### config.mk
export PLATFORM = sky130hd
export DESIGN_NAME = grf_hazard_ctrl
export DESIGN_NICKNAME = d
export VERILOG_FILES = /design/src/rtl/grf_hazard_ctrl.sv
export SDC_FILE = /design/constraint.sdc
export NUM_CORES = 1
export LEC_CHECK = 0
export CORE_ASPECT_RATIO = 1.2
export CORE_UTILIZATION = 45
export DETAILED_ROUTE_END_ITERATION = 8
export GPL_ROUTABILITY_DRIVEN = 0
export GPL_TIMING_DRIVEN = 0
export HOLD_SLACK_MARGIN = 0.1
export PLACE_DENSITY = 0.73
export SLEW_MARGIN = 20
export SYNTH_ARGS = -nofsm -noshare
export SYNTH_HDL_FRONTEND = slang
export SYNTH_SLANG_ARGS = --single-unit
### constraint.sdc
create_clock -name clk -period 3.9 [get_ports clk]
set_input_delay 0.585 -clock clk [delete_from_list [all_inputs] [get_ports clk]]
set_output_delay 0.585 -clock clk [all_outputs]
set_load 0.01 [all_outputs]
### src/rtl/grf_hazard_ctrl.sv
// GRF scoreboard: tracks E/M/W writers with Tnew, resolves D-stage
// forwarding and stalls by Tuse/Tnew comparison, counts stall cycles.
module grf_hazard_ctrl #(
  parameter int CNT_W = 16
) (
  input  logic             clk,
  input  logic             reset,
  input  logic             d_valid,
  input  logic [4:0]       d_rs,
  input  logic [4:0]       d_rt,
  input  logic [1:0]       d_rs_tuse,
  input  logic [1:0]       d_rt_tuse,
  input  logic             d_wr_en,
  input  logic [4:0]       d_wr_addr,
  input  logic [1:0]       d_tnew,
  input  logic             d_md_use,
  input  logic             md_busy,
  output logic             stall,
  output logic [1:0]       rs_fwd_sel,
  output logic [1:0]       rt_fwd_sel,
  output logic             rs_late,
  output logic             rt_late,
  output logic [CNT_W-1:0] stall_cnt
);

  logic       e_v, m_v, w_v;
  logic [4:0] e_a, m_a, w_a;
  logic [1:0] e_t, m_t, w_t;
  logic       rs_haz, rt_haz;
  logic [3:0] rs_res, rt_res;

  function automatic logic [1:0] dec(input logic [1:0] t);
    return (t == 2'd0) ? 2'd0 : t - 2'd1;
  endfunction

  // Result packing: {hazard, late, sel[1:0]}; youngest stage wins.
  function automatic logic [3:0] resolve(
    input logic       vld,
    input logic [4:0] r,
    input logic [1:0] tuse,
    input logic       ev,
    input logic [4:0] ea,
    input logic [1:0] et,
    input logic       mv,
    input logic [4:0] ma,
    input logic [1:0] mt,
    input logic       wv,
    input logic [4:0] wa,
    input logic [1:0] wt
  );
    logic       hit;
    logic       haz;
    logic [1:0] code;
    logic [1:0] t;
    hit  = 1'b0;
    code = 2'd0;
    t    = 2'd0;
    if (vld && (r != 5'd0) && (tuse != 2'd3)) begin
      if (ev && (ea == r)) begin
        hit  = 1'b1;
        code = 2'd1;
        t    = et;
      end else if (mv && (ma == r)) begin
        hit  = 1'b1;
        code = 2'd2;
        t    = mt;
      end else if (wv && (wa == r)) begin
        hit  = 1'b1;
        code = 2'd3;
        t    = wt;
      end
    end
    haz = hit && (t > tuse);
    return {haz,
            hit && (t != 2'd0) && !haz,
            (hit && (t == 2'd0)) ? code : 2'd0};
  endfunction

  always_comb begin
    rs_res = resolve(d_valid, d_rs, d_rs_tuse,
                     e_v, e_a, e_t, m_v, m_a, m_t, w_v, w_a, w_t);
    rt_res = resolve(d_valid, d_rt, d_rt_tuse,
                     e_v, e_a, e_t, m_v, m_a, m_t, w_v, w_a, w_t);
  end

  assign rs_haz     = rs_res[3];
  assign rt_haz     = rt_res[3];
  assign rs_late    = rs_res[2];
  assign rt_late    = rt_res[2];
  assign rs_fwd_sel = rs_res[1:0];
  assign rt_fwd_sel = rt_res[1:0];
  assign stall      = d_valid & (rs_haz | rt_haz | (d_md_use & md_busy));

  // Stalls only bubble E; M and W keep draining.
  always_ff @(posedge clk or posedge reset) begin
    if (reset) begin
      e_v <= 1'b0;
      e_a <= 5'd0;
      e_t <= 2'd0;
      m_v <= 1'b0;
      m_a <= 5'd0;
      m_t <= 2'd0;
      w_v <= 1'b0;
      w_a <= 5'd0;
      w_t <= 2'd0;
    end else begin
      w_v <= m_v;
      w_a <= m_a;
      w_t <= dec(m_t);
      m_v <= e_v;
      m_a <= e_a;
      m_t <= dec(e_t);
      if (stall) begin
        e_v <= 1'b0;
        e_a <= 5'd0;
        e_t <= 2'd0;
      end else begin
        e_v <= d_valid & d_wr_en & (d_wr_addr != 5'd0);
        e_a <= d_wr_addr;
        e_t <= d_tnew;
      end
    end
  end

  always_ff @(posedge clk or posedge reset) begin
    if (reset) begin
      stall_cnt <= '0;
    end else if (stall && (stall_cnt != {CNT_W{1'b1}})) begin
      stall_cnt <= stall_cnt + {{(CNT_W-1){1'b0}}, 1'b1};
    end
  end

endmodule

==> results.cfg <==
[drt]
drt_first_pass_iters = 4
detail_route.wl_per_cell_um = 15.06
dr.first_iter.drc_count = 48
final_antenna_net_count = 0
drc = 0
avgViaCountPerCell = 5.322
wirelength_mm = 5.151
num_vias = 1820

[global_route]
grt_antenna_before_repair = 0
grt_pass1_vias = 1754
grt_start_max_net_pins = 36
grt_pass1_wl_mm = 8.362
grt_use_total = 0.2124
gr-total-overflow = 0

[logic_synthesis]
yosysWarningCount = 0
yosysSeqAreaShare = 0.4482
synth_cell_types = 37
synth_cells = 217
mappedNetlistArea_um2 = 2233
synth-edff-count = 0
yosys_most_used_dff = dfrtp_1
ys_ff_latch = 40
synthArstFlopShare = 1.000
synth_fp_nets = 249
syn_area_per_cell_um2 = 10.29

[sta]
setup_viol = 0
fmax_mhz = 270.5
slew_headroom = 0.6348
finalMaxSlewViolations = 0
setup-tns-final_ns = 0
hold_slack_ns = 0.4186
tightest_slew_ns = 0.5479
grt_setup_unrepaired = no
finalCritPeriodShare = 0.9481
worst_clock_skew_ns = 0.008647
finalCriticalPeriod_ns = 3.697
final_hold_viol_count = 0

[critical_path]
cp.required_ns = 3.31
worstPathArrival_ns = 3.11
critical_path.cell_chain = dlygate4sd2_1 > or4_1 > o211ai_2 > a311o_1 > inv_1 > ha_1 > nor2b_1 > o21ai_2 > or2_4 > o221ai_4 > nand2_4 > inv_2 > buf_2
crit_family = simple AND/OR/NAND/NOR gates
cp_slowest_stage_delay_ns = 0.56
setup.worst_path.class = in2out
endpoint_kind = output port
worstPathMaxFanout = 4
cp-start-kind = primary input
slowest_stage = or4_1
crit_buf_inv = 4

[placement]
io_buffer_count = 48
hpwl_mm = 3.797
post-place-cells = 324
place_area_um2 = 2806

[layout]
fin_nets = 315
instances_no_fill = 342
area_growth_pct = 35.69
insertedDiodeCount = 0
drive_above_1_share = 0.1831
fin_area_um2 = 3030

[cts]
cts_buffers = 5
cts_sinks = 40
clockBufferDepth = 2
hold_buffers = 0
clkSlewWorstSetupHoldPaths_ns = 0.09
cts.htree.levels = 2
clk_latency_ns = 0.30
cts_tree = yes
root_buffer = clkbuf_8

[power]
total_power_w = 0.001055
vdd_ir_drop_max_uv = 336.6
p_leak_nw = 1.289
power.density_nw_per_um2 = 348.2

[floorplanning]
die_y_um = 79.18
core_um2 = 4662
die_area_um2 = 5250
num_rows = 27
start_util = 0.4791
die_w_um = 66.31
boundaryPins = 50

[worst_hold_path]
hold_path.class = reg2reg

[run]
max_cap_viol_count = 0

[outcome]
outcome = completed
==> cell usage after synthesis, drive strengths merged (2+ instances only) <==
cell type / n / share of area
nand3b: 4 / 0.013
or4: 4 / 0.013
nor2: 11 / 0.018
and2: 9 / 0.025
xor2: 18 / 0.071
xnor2: 25 / 0.098
nand3: 13 / 0.034
o21ai: 4 / 0.0090
a311o: 3 / 0.013
o211ai: 3 / 0.015
inv: 9 / 0.015
mux2: 2 / 0.010
nand4: 12 / 0.034
and3: 12 / 0.034
ha: 5 / 0.028
nor2b: 4 / 0.011
nor3: 4 / 0.0090
a211oi: 2 / 0.0067
dfrtp: 40 / 0.45
clkbuf: 3 / 0.0050
nand2: 14 / 0.024
nand2b: 2 / 0.0056
nor4: 5 / 0.017
==> through the flow <==
stage,worst slack [ns],util
floorplan,0.4357,-
global placement,-1.037,0.5977
detailed placement,-1.048,0.6020
CTS,-0.001016,0.6498
global route,0.05979,0.6500
finish,0.2026,0.6500
==> cell type report <==
cell class	count	area (µm²)
multi-input combinational	164	1252
inverter	9	33.78
fill	413	1632
clock buffer	5	68.82
timing repair buffer	59	533.0
buffer	4	22.52
clock inverter	3	46.29
sequential	40	1001
tap	58	72.57
==> layout by cell type (no fill, tap or decap), drive strengths merged, types with 4 or more instances in the layout <==
master,netlist,final
nand3b,4,4
inv,9,10
buf,1,17
nand3,13,13
and3,12,12
nor2b,4,4
ha,5,5
clkdlybuf4s50,0,36
nor2,11,11
dfrtp,40,40
and2,9,9
nor4,5,5
xnor2,25,25
o21ai,4,4
nand2,14,14
clkbuf,3,11
nor3,4,4
xor2,18,18
or4,4,4
nand4,12,12
==> report_power, final <==
| part | internal [W] | leakage (nW) | switching, W | total (W) |
|---|---|---|---|---|
| registers | 0.000452 | 0.507 | 0.0000445 | 0.000497 |
| logic | 0.000118 | 0.727 | 0.0000936 | 0.000212 |
| clock network | 0.000193 | 0.0548 | 0.000154 | 0.000347 |
==> registers in the layout (all words and copies together) (netlist names) <==
register   flops
stall_cnt     16
e_a            5
m_a            5
w_a            5
e_t            2
m_t            2
w_t            2
e_v            1
m_v            1
w_v            1
==> per-layer routing <==
metal	GRT usage	wire length, µm	up-vias
li1	-	-	902
met5	0	0	-
met1	0.2581	2073	863
met3	0.03879	275	6
met4	0.06596	69	0
met2	0.3745	2732	49
==> final timing paths <==
check | startpoint | endpoint | slack (ns) | depth (start not counted)
min in group asynchronous | reset | e_t[0] | 0.49 | 2
setup reg to reg | w_a[2] | stall_cnt[1] | 0.65 | 13
setup / recovery | d_rt[1] | stall | 0.20 | 13
hold reg to reg | m_v | w_v | 0.42 | 0
max in group asynchronous | reset | e_a[4] | 3.02 | 3
hold / removal | m_v | w_v | 0.42 | 0
==> timing repair <==
| item | in CTS | in global routing |
|---|---|---|
| gates resized for setup | 37 | 18 |
| pin swaps | 12 | 14 |
| endpoints found under the setup margin | 5 | 2 |
| buffers inserted | 9 | 1 |
==> kinds of logic after synthesis <==
kind of cell	count (synthesis)	synth area share
mux	3	0.01457
fa+ha+maj	5	0.02801
compound gates	16	0.06778
simple gates	97	0.2476
buf+inv	13	0.02521
xor+xnor	43	0.1686
flops	40	0.4482
Power figures use the tool's default switching activity.
